<file path="src/rtl/serial_adder_pkg.sv">
// Shared types and helpers for the bit-serial adder/subtractor.
package serial_adder_pkg;

  typedef enum logic {
    IDLE = 1'b0,
    RUN  = 1'b1
  } state_e;

  function automatic int CNT_W(input int w);
    return $clog2(w);
  endfunction

endpackage

</file>
<file path="src/rtl/serial_adder_fa_cell.sv">
// Combinational one-bit full adder used as the single arithmetic cell.
module fa_cell (
  input  logic a_i,
  input  logic b_i,
  input  logic cin_i,
  output logic s_o,
  output logic cout_o
);

  assign s_o    = a_i ^ b_i ^ cin_i;
  assign cout_o = (a_i & b_i) | (a_i & cin_i) | (b_i & cin_i);

endmodule

</file>
<file path="src/rtl/serial_adder.sv">
// Bit-serial W-bit adder/subtractor, one bit per clock, start/busy/done handshake.
// Define SERIAL_ADDER_OVF_EN to add the signed-overflow output ovf.
module serial_adder
  import serial_adder_pkg::*;
#(
  parameter int W = 8
) (
  input  logic         clk,
  input  logic         rst,
  input  logic         start,
  input  logic         sub,
  input  logic [W-1:0] a,
  input  logic [W-1:0] b,
  output logic         busy,
  output logic         done,
  output logic [W-1:0] sum,
  output logic         cout
`ifdef SERIAL_ADDER_OVF_EN
  ,
  output logic         ovf
`endif
);

  localparam int CW = CNT_W(W);
  localparam logic [CW-1:0] CNT_LAST = CW'(W - 1);

  state_e         state_q, state_d;
  logic [CW-1:0]  cnt_q, cnt_d;
  logic [W-1:0]   a_q, a_d;
  logic [W-1:0]   b_q, b_d;
  logic [W-1:0]   res_q, res_d;
  logic [W-1:0]   sum_q, sum_d;
  logic           carry_q, carry_d;
  logic           cout_q, cout_d;
  logic           done_q, done_d;
  logic           fa_s, fa_co;
  logic           accept, last_bit;

  assign accept   = (state_q == IDLE) && start;
  assign last_bit = (state_q == RUN) && (cnt_q == CNT_LAST);

  fa_cell u_fa (
    .a_i   (a_q[0]),
    .b_i   (b_q[0]),
    .cin_i (carry_q),
    .s_o   (fa_s),
    .cout_o(fa_co)
  );

  always_ff @(posedge clk or posedge rst) begin
    if (rst) begin
      state_q <= IDLE;
    end else begin
      state_q <= state_d;
    end
  end

  always_comb begin
    state_d = state_q;
    unique case (state_q)
      IDLE:    if (start) state_d = RUN;
      RUN:     if (last_bit) state_d = IDLE;
      default: state_d = IDLE;
    endcase
  end

  always_comb begin
    busy = (state_q == RUN);
  end

  // Subtraction is a + ~b + 1: invert B on load and seed the carry with sub.
  always_comb begin
    a_d     = a_q;
    b_d     = b_q;
    res_d   = res_q;
    sum_d   = sum_q;
    carry_d = carry_q;
    cout_d  = cout_q;
    cnt_d   = cnt_q;
    done_d  = 1'b0;
    if (accept) begin
      a_d     = a;
      b_d     = b ^ {W{sub}};
      carry_d = sub;
      cnt_d   = '0;
    end else if (state_q == RUN) begin
      a_d     = a_q >> 1;
      b_d     = b_q >> 1;
      carry_d = fa_co;
      res_d   = {fa_s, res_q[W-1:1]};
      if (last_bit) begin
        done_d = 1'b1;
        sum_d  = {fa_s, res_q[W-1:1]};
        cout_d = fa_co;
      end else begin
        cnt_d = cnt_q + CW'(1);
      end
    end
  end

  always_ff @(posedge clk or posedge rst) begin
    if (rst) begin
      a_q     <= '0;
      b_q     <= '0;
      res_q   <= '0;
      sum_q   <= '0;
      carry_q <= 1'b0;
      cout_q  <= 1'b0;
      cnt_q   <= '0;
      done_q  <= 1'b0;
    end else begin
      a_q     <= a_d;
      b_q     <= b_d;
      res_q   <= res_d;
      sum_q   <= sum_d;
      carry_q <= carry_d;
      cout_q  <= cout_d;
      cnt_q   <= cnt_d;
      done_q  <= done_d;
    end
  end

  assign sum  = sum_q;
  assign cout = cout_q;
  assign done = done_q;

`ifdef SERIAL_ADDER_OVF_EN
  logic ovf_q, ovf_d;

  // On the final bit carry_q is the carry into the MSB and fa_co the carry out of it.
  always_comb begin
    ovf_d = ovf_q;
    if (last_bit) ovf_d = carry_q ^ fa_co;
  end

  always_ff @(posedge clk or posedge rst) begin
    if (rst) begin
      ovf_q <= 1'b0;
    end else begin
      ovf_q <= ovf_d;
    end
  end

  assign ovf = ovf_q;
`endif

endmodule

</file>
<file path="config.mk">
export PLATFORM = sky130hd
export DESIGN_NAME = serial_adder
export DESIGN_NICKNAME = d
export VERILOG_FILES = /design/src/rtl/serial_adder_pkg.sv /design/src/rtl/serial_adder_fa_cell.sv /design/src/rtl/serial_adder.sv
export SDC_FILE = /design/constraint.sdc
export NUM_CORES = 1
export LEC_CHECK = 0
export CORE_AREA = 4 4 89 91
export CTS_CLUSTER_DIAMETER = 80
export DETAILED_ROUTE_END_ITERATION = 6
export DIE_AREA = 0 0 93 95
export MAX_ROUTING_LAYER = met4
export PLACE_DENSITY = 0.42
export SYNTH_ARGS = -nofsm -noshare
export SYNTH_HDL_FRONTEND = slang
export SYNTH_SLANG_ARGS = --single-unit
export TNS_END_PERCENT = 50
</file>
<file path="constraint.sdc">
create_clock -name clk -period 2 [get_ports clk]
set_clock_uncertainty 0.1 [all_clocks]
set_input_delay 0.3 -clock clk [delete_from_list [all_inputs] [get_ports clk]]
set_output_delay 0.3 -clock clk [all_outputs]
set_load 0.01 [all_outputs]
</file>
==> results of run 1 <==
-- worst paths after layout --
check | start | endpoint | cells past startpoint
min in group clk | a_q[2] | a_q[1] | 2
max reg2reg | cnt_q[0] | sum[4] | 4
max | cnt_q[0] | sum[4] | 4
min | rst | sum[3] | 3
max in group asynchronous | rst | a_q[5] | 3
min reg2reg | a_q[2] | a_q[1] | 2
-- registers in the layout, indices dropped and copies added, names as in the netlist --
register,cells
cnt_q,3
carry_q,1
sum,8
b_q,8
done,1
busy,1
res_q,7
a_q,8
cout,1
-- worst min-delay path: cells and delay by family --
| family | cells | cell delay, ps |
|---|---|---|
| buffers and inverters | 3 | 850 |
-- metrics by stage --
stage | instance area, µm² | total power, mW | cells | hold WS [ps]
2_1_floorplan | 1743 | 2.022 | 134 | 352.3
3_3_place_gp | 2142 | 2.356 | 260 | 368.0
3_5_place_dp | 2142 | 2.398 | 260 | 368.3
4_1_cts | 2255 | 3.073 | 267 | 340.6
5_1_grt | 2255 | 3.248 | 267 | 374.1
6_report | 2255 | 3.009 | 267 | 319.5
-- cell type report --
| cell class | count | area, µm² |
|---|---|---|
| repair buffers | 35 | 350.3 |
| fillers | 729 | 4882 |
| clock inverters | 1 | 30.03 |
| well taps | 99 | 123.9 |
| flip-flops and latches | 38 | 950.9 |
| multi-input cells | 86 | 709.4 |
| inverters | 2 | 7.507 |
| clock buffers | 6 | 82.58 |
-- logic make-up after synthesis --
group	count (synthesis)	share of synthesized area
xor+xnor	9	0.04523
buf+inv	10	0.04738
simple gates	27	0.08973
compound gates	20	0.07824
flops	38	0.5456
mux	27	0.1680
fa+ha+maj	3	0.02584
-- layer usage --
layer,wire length (µm),share of wire,vias up,global-route usage
met5,0,0,-,-
met4,59,0.018,0,0.04029
met3,87,0.026,4,0.02231
met2,1622,0.49,16,0.1290
met1,1551,0.47,539,0.1081
li1,-,-,535,-
-- synth_stat cells (all sizes together) (2+ instances only) --
cell type  instances  share of area
a22o               3          0.015
dfrtp             38           0.55
ha                 2          0.014
mux2i              9          0.052
or3b               7          0.035
buf                8          0.043
nand2             16          0.039
mux2              18           0.12
inv                2         0.0043
nor2               3         0.0079
o21ai              8          0.023
o211ai             7          0.030
xnor2              9          0.045
-- power groups by stage --
stage | Sequential [mW] | Combinational [mW] | Clock, mW
after floorplan | 1.27 | 0.752 | 0
after global placement | 1.26 | 1.09 | 0
after detailed placement | 1.27 | 1.12 | 0
after CTS | 1.26 | 1.13 | 0.680
after global routing | 1.30 | 1.23 | 0.719
final | 1.26 | 1.10 | 0.653
==> impl_metrics.json, run 1 <==
{
  "outcome": "finished clean",
  "clk_path_buf_depth": 2,
  "vias": 1094,
  "gp_congestion": 0.6672,
  "synth_edf_count": 0,
  "finalWorstSetupSlack_ps": 359.1,
  "firstDrtPassIters": 4,
  "die_w_um": 93,
  "synth_nets": 157,
  "wl_per_cell_um": 12.43,
  "clkTransAtPathRegs_ps": 70,
  "drt_iter0_drc": 29,
  "critical_path_class": "reg2reg",
  "port_buffers": 30,
  "hold_path_class": "in2async",
  "path_max_fanout": 10,
  "fp.dieH_um": 95,
  "clock-root-buffer": "clkbuf_8",
  "cts_tree": "done",
  "yosysSeqAreaShare": 0.5456,
  "synth_cell_types": 23,
  "crit_top_cell": "ha_1",
  "grt-ovfl-total": 0,
  "cp-start-kind": "flop",
  "p_switching_mw": 0.8965,
  "reg2reg_slack_ps": 360,
  "vias_per_cell": 4.097,
  "drv_cap": 0,
  "p_int_mw": 2.112,
  "post_cts_buffers": 0,
  "crit_path_end_kind": "flop",
  "hpwl_um": 2225,
  "pwr-share-seq": 0.418,
  "setup_viol_count_final": 0,
  "ys_async_sr_fraction": 1.000,
  "synthCells": 134,
  "rsz0062_at_grt": "false",
  "powerDensity_nw_per_um2": 1334,
  "vdd_drop_max_mv": 0.2898,
  "final_nets": 191,
  "grt_pass1_vias": 1143,
  "grt_pass1_wl_um": 5727,
  "final_common_cell": "dfrtp_1",
  "p_leak_nw": 0.9744,
  "ys.flop_type": "dfrtp_1",
  "grt_use_total": 0.08583,
  "start_util": 0.2442,
  "postSynthAreaPerCell_um2": 13.01,
  "required_ps": 2070,
  "area_growth_pct": 29.36,
  "numCtsBuffers": 5,
  "min_period_over_period": 0.8204,
  "grt_max_degree": 41,
  "cp_data_arrival_time_ps": 1710,
  "rows": 31,
  "final_util": 0.3159,
  "synth_area_um2": 1743,
  "final_cell_mix": "38 x dfrtp_1, 30 x clkdlybuf4s50_1, 18 x mux2_2",
  "ios": 31,
  "clock_sinks": 38,
  "critPathTopFamily": "adder cells",
  "slew_viol_final": 0,
  "crit_buf_inv": 0,
  "cts_hold_buf": 0,
  "crit_chain": "ha_1 -> ha_1 -> nand2_4 -> mux2_2",
  "drive_above_1_share": 0.2024,
  "ys_seq_elements": 38,
  "cts_resized": 0,
  "critical_path.slowest_cell": "dfrtp_1",
  "die-area_um2": 8835,
  "period_needed_ps": 1641,
  "synth_warnings": 0,
  "tightest_slew_ps": 483.2,
  "clk_latency_ps": 280,
  "clkPwrFrac": 0.217,
  "timing.setup.tns_ps": 0,
  "antennaDiodeCount": 0,
  "routed_wl_um": 3319,
  "sw_frac_of_total": 0.2980,
  "relSlewSlack": 0.6779,
  "drc": 0,
  "dp_slack_ps": 348.9,
  "p_comb_frac": 0.365,
  "final_antenna_net_count": 0,
  "finalHoldViolCount": 0,
  "antenna_found_initial": 0,
  "fp.coreArea_um2": 7137,
  "fmax_mhz": 609.4,
  "max_stage_delay_ps": 410,
  "htree_levels": 2
}
No activity file was read; power rests on OpenSTA's default activity.
==> inputs of run 2 (changes only) <==
==> constraint.sdc (replaced) <==
create_clock -name clk -period 1.7 [get_ports clk]
set_clock_uncertainty 0.1 [all_clocks]
set_input_delay 0.255 -clock clk [delete_from_list [all_inputs] [get_ports clk]]
set_output_delay 0.255 -clock clk [all_outputs]
set_load 0.01 [all_outputs]
==> run 2 against run 1 <==
Effect of this change:
- critical endpoint is now cnt_q[2]
- largest cell class unchanged
- combinational power increased by 24%
- total power increased by 15%
- critical path type unchanged
- highest routed layer unchanged
- first-iteration DRC count decreased by 38%
- die area unchanged
- clock power decreased by 3%
- flip-flop and latch count unchanged
- final area increased by 1.2%
- utilization increased by 0.39 points
- worst hold slack got worse by 99 ps
==> impl_metrics.json, run 2 (synthesized netlist as in run 1, its figures left out) <==
{
  "outcome": "finished clean",
  "relSlewSlack": 0.8452,
  "grt_pass1_wl_um": 5851,
  "finalWorstSetupSlack_ps": 98.89,
  "clock_sinks": 38,
  "tightest_slew_ps": 232.2,
  "cts_tree": "done",
  "final_antenna_net_count": 0,
  "finalHoldViolCount": 0,
  "fmax_mhz": 624.6,
  "wl_per_cell_um": 12.93,
  "routed_wl_um": 3504,
  "grt_pass1_vias": 1147,
  "rows": 31,
  "clock-root-buffer": "clkbuf_8",
  "critPathLaunch": "cnt_q[0]",
  "drive_above_1_share": 0.2209,
  "numCtsBuffers": 5,
  "period_needed_ps": 1601,
  "slew_viol_final": 0,
  "power_mw": 3.475,
  "firstDrtPassIters": 4,
  "clk_path_buf_depth": 2,
  "drc": 0,
  "final_util": 0.3198,
  "rsz0062_at_grt": "false",
  "final_nets": 194,
  "timing.setup.tns_ps": 0,
  "grt-ovfl-total": 0,
  "final_common_cell": "dfrtp_1",
  "dp_slack_ps": 30.24,
  "ios": 31,
  "die-area_um2": 8835,
  "antennaDiodeCount": 0,
  "path_max_fanout": 6,
  "clkTransAtPathRegs_ps": 70,
  "fp.dieH_um": 95,
  "vias": 1105,
  "vias_per_cell": 4.077,
  "reg2reg_from": "cnt_q[0]",
  "cp-start-kind": "flop",
  "critical_path_class": "reg2reg",
  "drt_iter0_drc": 18,
  "p_leak_nw": 0.9826,
  "clk_latency_ps": 280,
  "gp_congestion": 0.7092,
  "drv_cap": 0,
  "htree_levels": 2,
  "hpwl_um": 2336,
  "setup_viol_count_final": 0,
  "cp_data_arrival_time_ps": 1680,
  "min_period_over_period": 0.9418,
  "start_util": 0.2442,
  "required_ps": 1770,
  "antenna_found_initial": 0,
  "die_w_um": 93,
  "area_growth_pct": 30.94,
  "crit_path_end_kind": "flop",
  "fp.coreArea_um2": 7137,
  "hold_path_class": "in2async",
  "powerDensity_nw_per_um2": 1523,
  "final_cell_mix": "38 x dfrtp_1, 30 x clkdlybuf4s50_1, 18 x mux2_2",
  "grt_use_total": 0.08832,
  "vdd_drop_max_mv": 0.3020,
  "port_buffers": 30,
  "grt_max_degree": 39
}
## run 2: layout make-up
class / count / area, µm²
fillers: 746 / 4855
flip-flops and latches: 38 / 950.9
multi-input cells: 87 / 718.2
repair buffers: 37 / 390.4
well taps: 99 / 123.9
clock buffers: 7 / 86.33
inverters: 2 / 7.507
clock inverters: 1 / 5.005
## run 2: what timing repair did
action / in CTS / in global routing
hold endpoints to repair: 0 / 0
hold buffers: 0 / 0
setup buffers: 0 / 1
resized for setup: 0 / 1
endpoints found under the setup margin: 0 / 11
## run 2: path summary, 6_finish.rpt
path | end | slack [ps] | depth (start not counted)
setup / recovery | cnt_q[2] | 100 | 4
hold / removal | sum[3] | 220 | 3
setup reg to reg | cnt_q[2] | 100 | 4
hold reg to reg | a_q[0] | 390 | 2
max in group asynchronous | a_q[2] | 1080 | 3
min in group clk | a_q[0] | 390 | 2
## run 2: routing by layer
layer	share of wire	vias to the layer above	global-route usage	routed length [µm]
met5	0	-	-	0
met4	0.023	0	0.05006	82
met3	0.034	6	0.02311	119
met2	0.48	17	0.1308	1697
met1	0.46	544	0.1093	1605
li1	-	538	-	-
## run 2: worst max-delay path: stages, from the launching register on
cell	delay [ps]
dfrtp_1	400
ha_1	180
ha_2	280
mux2_2	360
a22o_1	180
## run 2: stage by stage
stage,instances,cell area [µm²],hold WS (ps)
after floorplan,134,1743,311.3
after global placement,261,2175,369.2
after detailed placement,261,2175,370.3
after CTS,269,2266,224.5
after global routing,271,2282,237.7
final,271,2282,220.6
## run 2: power by group
group	total [mW]	switching [mW]	internal (mW)
logic	1.36	0.578	0.781
registers	1.48	0.210	1.27
clock network	0.635	0.308	0.327
total	3.47	1.10	2.38
